File: src/rtl/dmd_pkg.sv
// Shared DMD raster/geometry defaults, derived widths and the dot intensity-to-colour scaling.
package dmd_pkg;

  localparam int DEF_H_DRAW    = 1280;
  localparam int DEF_H_PORCH   = 32;
  localparam int DEF_H_SYNC    = 96;
  localparam int DEF_H_FRAME   = 1440;
  localparam int DEF_V_DRAW    = 390;
  localparam int DEF_V_PORCH   = 1;
  localparam int DEF_V_SYNC    = 24;
  localparam int DEF_V_FRAME   = 442;
  localparam int DEF_DOT_PITCH = 10;
  localparam int DEF_DOT_GAP   = 1;
  localparam int DEF_DOTS_X    = 128;
  localparam int DEF_DOTS_Y    = 39;

  localparam int BPP = 4;

  localparam int DOT_XW = $clog2(DEF_DOTS_X);
  localparam int DOT_YW = $clog2(DEF_DOTS_Y);
  localparam int FB_AW  = 1 + DOT_YW + DOT_XW;

  localparam logic [7:0] ON_R  = 8'd255;
  localparam logic [7:0] ON_G  = 8'd132;
  localparam logic [7:0] ON_B  = 8'd9;
  localparam logic [7:0] OFF_R = 8'd50;
  localparam logic [7:0] OFF_G = 8'd50;
  localparam logic [7:0] OFF_B = 8'd50;

  // (on * (L+1)) >> BPP, so the top level reproduces the full-on colour exactly.
  function automatic logic [7:0] scale_chan(input logic [7:0] on, input logic [BPP-1:0] lvl);
    logic [15:0] prod;
    prod = 16'(on) * (16'(lvl) + 16'd1);
    return prod[BPP +: 8];
  endfunction

endpackage

File: src/rtl/dmd_dot_counter.sv
// One raster axis: position counter, sub-cell counter and dot index, plus gap/rim flags
// for the current sub-cell position. Cell state clears whenever the raster counter wraps.
module dmd_dot_counter #(
  parameter int FRAME = 1440,
  parameter int PITCH = 10,
  parameter int GAP   = 1,
  parameter int CW    = $clog2(FRAME)
) (
  input  logic          clk,
  input  logic          reset,
  input  logic          adv,
  output logic [CW-1:0] cnt,
  output logic [CW-1:0] dot,
  output logic          gap,
  output logic          rim
);

  localparam int SW = $clog2(PITCH);

  logic [SW-1:0] sub;
  logic          wrap;
  logic          sub_wrap;

  assign wrap     = (cnt == CW'(FRAME - 1));
  assign sub_wrap = (sub == SW'(PITCH - 1));

  always_ff @(posedge clk) begin
    if (reset) begin
      cnt <= '0;
      sub <= '0;
      dot <= '0;
    end else if (adv) begin
      if (wrap) begin
        cnt <= '0;
        sub <= '0;
        dot <= '0;
      end else begin
        cnt <= cnt + CW'(1);
        if (sub_wrap) begin
          sub <= '0;
          dot <= dot + CW'(1);
        end else begin
          sub <= sub + SW'(1);
        end
      end
    end
  end

  assign gap = (sub < SW'(GAP)) || (sub >= SW'(PITCH - GAP));
  // First or last visible pixel of the cell; used to knock out dot corners.
  assign rim = (sub == SW'(GAP)) || (sub == SW'(PITCH - GAP - 1));

endmodule

File: src/rtl/dmd_video_gen.sv
// DMD emulation video generator: raster timing plus a dot grid fed from a banked frame buffer,
// 3-clk counter-to-pixel pipeline. Define DMD_ROUND_DOT_EN to blank the four corners of each dot.
module dmd_video_gen
  import dmd_pkg::*;
#(
  parameter int H_DRAW    = DEF_H_DRAW,
  parameter int H_PORCH   = DEF_H_PORCH,
  parameter int H_SYNC    = DEF_H_SYNC,
  parameter int H_FRAME   = DEF_H_FRAME,
  parameter int V_DRAW    = DEF_V_DRAW,
  parameter int V_PORCH   = DEF_V_PORCH,
  parameter int V_SYNC    = DEF_V_SYNC,
  parameter int V_FRAME   = DEF_V_FRAME,
  parameter int DOT_PITCH = DEF_DOT_PITCH,
  parameter int DOT_GAP   = DEF_DOT_GAP,
  parameter int DOTS_X    = DEF_DOTS_X,
  parameter int DOTS_Y    = DEF_DOTS_Y,
  localparam int XW  = $clog2(DOTS_X),
  localparam int YW  = $clog2(DOTS_Y),
  localparam int AW  = 1 + YW + XW,
  localparam int HCW = $clog2(H_FRAME),
  localparam int VCW = $clog2(V_FRAME)
) (
  input  logic           clk,
  input  logic           reset,
  input  logic           bank_sel,
  output logic [AW-1:0]  fb_addr,
  input  logic [BPP-1:0] fb_data,
  output logic           frame_start,
  output logic           DrawArea,
  output logic           hSync,
  output logic           vSync,
  output logic [7:0]     red,
  output logic [7:0]     green,
  output logic [7:0]     blue
);

`ifdef DMD_ROUND_DOT_EN
  localparam bit ROUND = 1'b1;
`else
  localparam bit ROUND = 1'b0;
`endif

  logic [HCW-1:0] cx, dx;
  logic [VCW-1:0] cy, dy;
  logic           h_gap, h_rim, v_gap, v_rim;
  logic           line_end;

  assign line_end = (cx == HCW'(H_FRAME - 1));

  dmd_dot_counter #(.FRAME(H_FRAME), .PITCH(DOT_PITCH), .GAP(DOT_GAP)) u_hcnt (
    .clk(clk), .reset(reset), .adv(1'b1),
    .cnt(cx), .dot(dx), .gap(h_gap), .rim(h_rim)
  );

  dmd_dot_counter #(.FRAME(V_FRAME), .PITCH(DOT_PITCH), .GAP(DOT_GAP)) u_vcnt (
    .clk(clk), .reset(reset), .adv(line_end),
    .cnt(cy), .dot(dy), .gap(v_gap), .rim(v_rim)
  );

  logic draw0, hs0, vs0, fs0, kill0, blank0, bank_pt;

  assign draw0   = (cx < HCW'(H_DRAW)) && (cy < VCW'(V_DRAW));
  assign hs0     = (cx >= HCW'(H_DRAW + H_PORCH)) && (cx < HCW'(H_DRAW + H_PORCH + H_SYNC));
  assign vs0     = (cy >= VCW'(V_DRAW + V_PORCH)) && (cy < VCW'(V_DRAW + V_PORCH + V_SYNC));
  assign fs0     = (cx == '0) && (cy == '0);
  assign kill0   = h_gap || v_gap || (ROUND && h_rim && v_rim);
  assign blank0  = (dx >= HCW'(DOTS_X)) || (dy >= VCW'(DOTS_Y));
  assign bank_pt = line_end && (cy == VCW'(V_DRAW - 1));

  logic active_bank;
  logic s1_draw, s1_hs, s1_vs, s1_fs, s1_kill, s1_blank;

  // Bank only changes once per frame, after the last visible line, so a frame never tears.
  always_ff @(posedge clk) begin
    if (reset) begin
      active_bank <= 1'b0;
      fb_addr     <= '0;
      s1_draw     <= 1'b0;
      s1_hs       <= 1'b0;
      s1_vs       <= 1'b0;
      s1_fs       <= 1'b0;
      s1_kill     <= 1'b0;
      s1_blank    <= 1'b0;
    end else begin
      if (bank_pt) active_bank <= bank_sel;
      if (!blank0) fb_addr <= {active_bank, dy[YW-1:0], dx[XW-1:0]};
      s1_draw  <= draw0;
      s1_hs    <= hs0;
      s1_vs    <= vs0;
      s1_fs    <= fs0;
      s1_kill  <= kill0;
      s1_blank <= blank0;
    end
  end

  logic [BPP-1:0] s2_level;
  logic           s2_draw, s2_hs, s2_vs, s2_fs, s2_kill, s2_blank;

  always_ff @(posedge clk) begin
    if (reset) begin
      s2_level <= '0;
      s2_draw  <= 1'b0;
      s2_hs    <= 1'b0;
      s2_vs    <= 1'b0;
      s2_fs    <= 1'b0;
      s2_kill  <= 1'b0;
      s2_blank <= 1'b0;
    end else begin
      s2_level <= fb_data;
      s2_draw  <= s1_draw;
      s2_hs    <= s1_hs;
      s2_vs    <= s1_vs;
      s2_fs    <= s1_fs;
      s2_kill  <= s1_kill;
      s2_blank <= s1_blank;
    end
  end

  logic [7:0] pix_r, pix_g, pix_b;

  always_comb begin
    pix_r = '0;
    pix_g = '0;
    pix_b = '0;
    if (s2_draw && !s2_kill && !s2_blank) begin
      if (s2_level == '0) begin
        pix_r = OFF_R;
        pix_g = OFF_G;
        pix_b = OFF_B;
      end else begin
        pix_r = scale_chan(ON_R, s2_level);
        pix_g = scale_chan(ON_G, s2_level);
        pix_b = scale_chan(ON_B, s2_level);
      end
    end
  end

  always_ff @(posedge clk) begin
    if (reset) begin
      red         <= '0;
      green       <= '0;
      blue        <= '0;
      DrawArea    <= 1'b0;
      hSync       <= 1'b0;
      vSync       <= 1'b0;
      frame_start <= 1'b0;
    end else begin
      red         <= pix_r;
      green       <= pix_g;
      blue        <= pix_b;
      DrawArea    <= s2_draw;
      hSync       <= s2_hs;
      vSync       <= s2_vs;
      frame_start <= s2_fs;
    end
  end

endmodule

File: config.mk
export PLATFORM = sky130hd
export DESIGN_NAME = dmd_video_gen
export DESIGN_NICKNAME = d
export VERILOG_FILES = /design/src/rtl/dmd_pkg.sv /design/src/rtl/dmd_dot_counter.sv /design/src/rtl/dmd_video_gen.sv
export SDC_FILE = /design/constraint.sdc
export NUM_CORES = 1
export LEC_CHECK = 0
export ABC_AREA = 1
export BUFFER_PORTS_ARGS = -buffer_cell sky130_fd_sc_hd__buf_2
export CAP_MARGIN = 20
export CORE_UTILIZATION = 59
export DETAILED_ROUTE_END_ITERATION = 8
export PLACE_DENSITY = 0.79
export SLEW_MARGIN = 30
export SYNTH_ARGS = -nofsm -noshare
export SYNTH_HDL_FRONTEND = slang
export SYNTH_SLANG_ARGS = --single-unit
File: constraint.sdc
create_clock -name clk -period 5.55 [get_ports clk]
set_input_delay 0.8325 -clock clk [delete_from_list [all_inputs] [get_ports clk]]
set_output_delay 0.8325 -clock clk [all_outputs]
set_load 0.01 [all_outputs]
# Yosys cells after proc, flatten, opt, wreduce, memory -nomap -nowiden
# Index checks and enable logic that the tools add are counted.
# totals
wordCells,89
input_bits,7
out_inout_bits,42
ff_bits,107
# classes
n_bitwise,1
multipliers,3
reduce_logical,22
n_eq_ne,5
magnitude_cmp,12
addsub,7
muxes,8
# ops
cell,count
$mux W9,3
$add A11 B1 Y11 const B,2
$lt A11 B11 Y1 const B,2
$add A9 B1 Y9 const B,2
$eq A9 B9 Y1 const B,2
$lt A9 B9 Y1 const B,2
$mux W6,3
$mul A8 B5 Y12 const A,1
$eq A11 B11 Y1 const B,1
$ge A11 B11 Y1 const B,1
$ge A11 B8 Y1 const B,1
$logic_not A11 Y1,1
$mul A6 B5 Y10 const A,1
$ge A9 B6 Y1 const B,1
$ge A9 B9 Y1 const B,1
$logic_not A9 Y1,1
$mul A4 B5 Y9 const A,1
$add A4 B1 Y4 const B,2
$eq A4 B4 Y1 const B,2
$ge A4 B4 Y1 const B,2
$lt A4 B1 Y1 const B,2
$mux W4,2
$logic_and A1 B1 Y1,7
$reduce_or A3 Y1,2
8 further kinds,13

# Longest topological paths before layout
# depth
ltp_word,5
depth_mapped,26
depth_no_buf,26

# Modules after synthesis
# Synthesis repeated with hierarchy kept, for this count alone.
# hier_totals
cells_unflattened,835
area_unflattened_um2,5799.3
# modules_own_cells
module,cells_each,instances,area_each_um2,seq_area_each_um2
dmd_video_gen,424,1,3093.0,1121.1
dmd_dot_counter (u_hcnt),226,1,1492.7,520.5
dmd_dot_counter (u_vcnt),185,1,1213.7,440.4

# Worst setup path before layout
# OpenSTA, ideal clock, no wires.
# synth_path
kind,register to register
start,register s2_level[0]
end,register red[7]
path_stages_with_launch,21
setup_time_ns,0.115
path_buffers,0
t_arrival_ns,3.768
required_time_ns,5.435
path_slack_ns,1.667
period_less_slack_ns,3.883
cell_sequence,dfxtp_1 -> ha_1 -> xor2_1 -> ha_1 -> nand2_2 -> inv_1 -> or2_2 -> inv_1 -> ha_1 -> inv_1 -> nand2_2 -> fa_1 -> ha_1 -> a21oi_1 -> nor2_1 -> nor2_1 -> nand2_1 -> nand4_1 -> nand3_1 -> nand2_1 -> nor2_1
# synth_between
elab_chain_cells,2
elab_cells_between_ends,4
cone_classes,add/sub: 1; mul: 1; reduce/logical: 2
# synth_rtl
element,line,rtl
from (decl),dmd_video_gen.sv:97,logic [BPP-1:0] s2_level;
from (signal assigned),dmd_video_gen.sv:110,s2_level <= fb_data;
$add A4 B1 Y5 / $logic_not A4 Y1 (equally long branches),"dmd_pkg.sv:33, dmd_video_gen.sv:127",
$mul A8 B5 Y12 / $reduce_or A3 Y1 (equally long branches),--,
to (signal assigned),dmd_video_gen.sv:149,red <= pix_r;
to (decl),dmd_video_gen.sv:33,"output logic [7:0] red,"
# Several ways; a longest one is shown, not always the timed one.
# A chain may end at the register's enable or synchronous reset.

# Worst setup path after layout
# Ends and elaborated chain as after synthesis.

==> summary.txt <==
Setup path
  – CP endpoint kind: flop
  – CP Cell Sequence: ha_1 -> xor2_1 -> ha_1 -> nand2_2 -> inv_1 -> or2_2 -> inv_1 -> ha_1 -> inv_1 -> nand2_2 -> fa_1 -> ha_1 -> a21oi_1 -> nor2_1 -> nor2_1 -> nand2_1 -> nand4_1 -> nand3_1 -> nand2_1 -> nor2_1
  – Setup CP Type: reg -> reg
  – Max incr delay on CP: 0.60 ns
  – CP dominant cell by count: ha_1
  – CP Max Fanout: 8
  – CP bufs+invs: 3
  – Critical path launch point type: flop
  – Slowest stage cell on the critical path: xor2_1
  – Worst Path Arrival: 4.71 ns
  – Req. time, crit path: 5.83 ns
  – CP delay by family, top: adder cells

Logic synthesis
  – #FFs+latches synth: 104
  – YS warnings: 0
  – Syn Inst Count: 651
  – Syn avg cell area: 7.97 µm²
  – Mapped Area: 5190 µm²
  – Sequential area share after synthesis: 40.1%
  – Yosys cell types: 51
  – Top FF cell, synth: dfxtp_1
  – Asr flop ratio synth: 0%
  – Number of flops mapped to enable cells by yosys: 0

Finish
  – N_diodes: 0
  – Commonest cells after routing, fill and taps aside: dfxtp_1, inv_1, nand2_1, nor2_1, buf_2
  – Layout area overhead: 9.41%
  – Filler cell count in the final layout: 713
  – Final net count: 744
  – Layout cells sized above 1: 17.2%

Flow run
  – Max-cap viol count: 0

Routing
  – Drt first-iter violations: 159
  – Final antenna-violating net count: 0
  – Post-Route WL: 10200 µm
  – DRT Pass-1 Iters: 5
  – Vias per cell: 5.19
  – DRC viols: 0
  – Vias: 4195
  – Wire per inst: 12.6 µm

Placed design
  – Gpl congestion: 0.940
  – IO buf count: 46
  – Post-DP HPWL: 7620 µm

Clock tree
  – Root Driver: clkbuf_8
  – Clk_lat worst skew: 0.37 ns
  – Longest Clk Path Bufs: 2
  – Gates resized, CTS repair: 0
  – CTS tree: yes
  – H-tree depth: 3
  – Reg clk slew, reported paths: 0.10 ns
  – Clock sink count: 104
  – Num CTS Buffers: 9
  – # Post-CTS Setup Buffers: 0
  – # hold bufs at CTS: 0

Global routing
  – Congestion Overflow GR: 0
  – Vias in the first global route: 3989
  – Global Route Usage Sum: 24.5%
  – First-pass GRT wire length: 17400 µm
  – Largest net degree at the start of global routing: 35
  – Initial antenna violation count: 0

Floorplanning
  – Die H: 95.8 µm
  – Top Ports: 49
  – Core ar.: 8340 µm²
  – Die area: 9170 µm²
  – Initial core utilization: 62.2%
  – Cell Rows: 33
  – Die Span X: 95.8 µm

Timing
  – Rel. slew slack: 49.4%
  – Clk_skew: 0.00531 ns
  – Crit path time final: 4.43 ns
  – Slew Limit Fails: 0
  – Final setup viols: 0
  – Unrepaired setup endpoints after global routing: no
  – Final Cycle Share: 79.8%
  – Least-Margin Pin Slew: 0.759 ns
  – Fmax: 0.226 GHz
  – Final Hold Fails: 0
  – Post-Route Setup TNS: 0 ns

Power and ir drop
  – Total Power: 1.47 mW
  – Pleak: 2.63 nW
  – VDD IR-drop max: 0.134 mV
  – P per Cell Area: 260 nW/µm²

Run status
  – Status: finished, final reports clean

Min path
  – Worst hold path class: reg -> reg
## worst reg2reg max path, cell delays in order, from the launching register on
cell	delay [ns]
dfxtp_1	0.58
ha_1	0.29
xor2_1	0.60
ha_1	0.39
nand2_2	0.10
inv_1	0.05
or2_2	0.26
inv_1	0.08
ha_1	0.14
inv_1	0.06
nand2_2	0.14
fa_1	0.47
ha_1	0.36
a21oi_1	0.22
nor2_1	0.06
nor2_1	0.12
nand2_1	0.10
nand4_1	0.12
nand3_1	0.08
nand2_1	0.06
nor2_1	0.04
## state kept, by name, summed over array words and instances (netlist names), 4 cells and up
| register | cells |
|---|---|
| u_hcnt.dot | 11 |
| u_vcnt.dot | 9 |
| u_hcnt.cnt | 11 |
| blue | 6 |
| green | 7 |
| u_hcnt.sub | 4 |
| red | 8 |
| u_vcnt.sub | 4 |
| s2_level | 4 |
| u_vcnt.cnt | 9 |
| fb_addr | 14 |
## per-stage QoR
stage / utilization, % / setup WS, ns / std cells / hold slack [ns] / cell area (µm²)
final: 68.0 / 1.12 / 808 / 0.407 / 5670
after global routing: 68.0 / 0.713 / 808 / 0.427 / 5670
after CTS: 68.0 / 1.14 / 808 / 0.408 / 5670
after detailed placement: 65.7 / 1.20 / 792 / 0.392 / 5480
after global placement: 65.7 / 1.41 / 792 / 0.390 / 5480
after floorplan: - / 1.67 / 652 / 0.388 / 5190
## final timing paths
kind	to	cells past startpoint	from	slack, ns
worst min register to register	frame_start	2	s2_fs	0.41
worst max-delay path	red[7]	20	s2_level[0]	1.12
worst max register to register	red[7]	20	s2_level[0]	1.12
worst min-delay path	frame_start	2	s2_fs	0.41
## power by group
| group | internal [mW] | switching (mW) |
|---|---|---|
| Combinational | 0.0941 | 0.159 |
| Sequential | 0.760 | 0.00718 |
| Clock | 0.172 | 0.283 |
| Total | 1.03 | 0.448 |
## area by class of cell
cell class,count,area [µm²],share of cell area [%]
inverter,115,439,7.74
timing repair buffer,46,230,4.06
tap,105,131,2.32
clock buffer,9,124,2.18
sequential,104,2080,36.7
multi-input combinational,422,2600,45.8
clock inverter,7,67.6,1.19
## layer usage
layer / vias to the layer above / track usage, % / part of all wire (%)
met5: - / 0 / 0
met4: 0 / 8.71 / 1.8
li1: 2181 / - / -
met1: 1909 / 30.3 / 45
met3: 19 / 5.21 / 4.3
met2: 86 / 42.3 / 48
## cell families (layout without fill, tap and decap cells)
group,Yosys count,in the layout,synth area share [%]
adders and majority gates,39,39,10.4
DFF,104,104,40.1
and+or+nand+nor,284,284,27.7
xor gates and xnor gates,9,9,1.52
buffers and inverters,126,177,9.79
other,1,2,0.0723
AOI/OAI and AO/OA,88,88,10.3
## synth_stat cells (all sizes together), types with 6 or more instances
cell type    n  area (µm²)
dfxtp      104        2080
a21oi       35         194
o21ai       24         124
nor2        99         457
a211oi      11        82.6
nand3       36         240
fa           7         140
nand2      102         418
xor2         6        52.6
inv        115         439
ha          32         400
nor3        16         116
nand4       13        81.3
buf          8        57.6
or2          8        50.1
No activity file was read; power rests on OpenSTA's default activity.
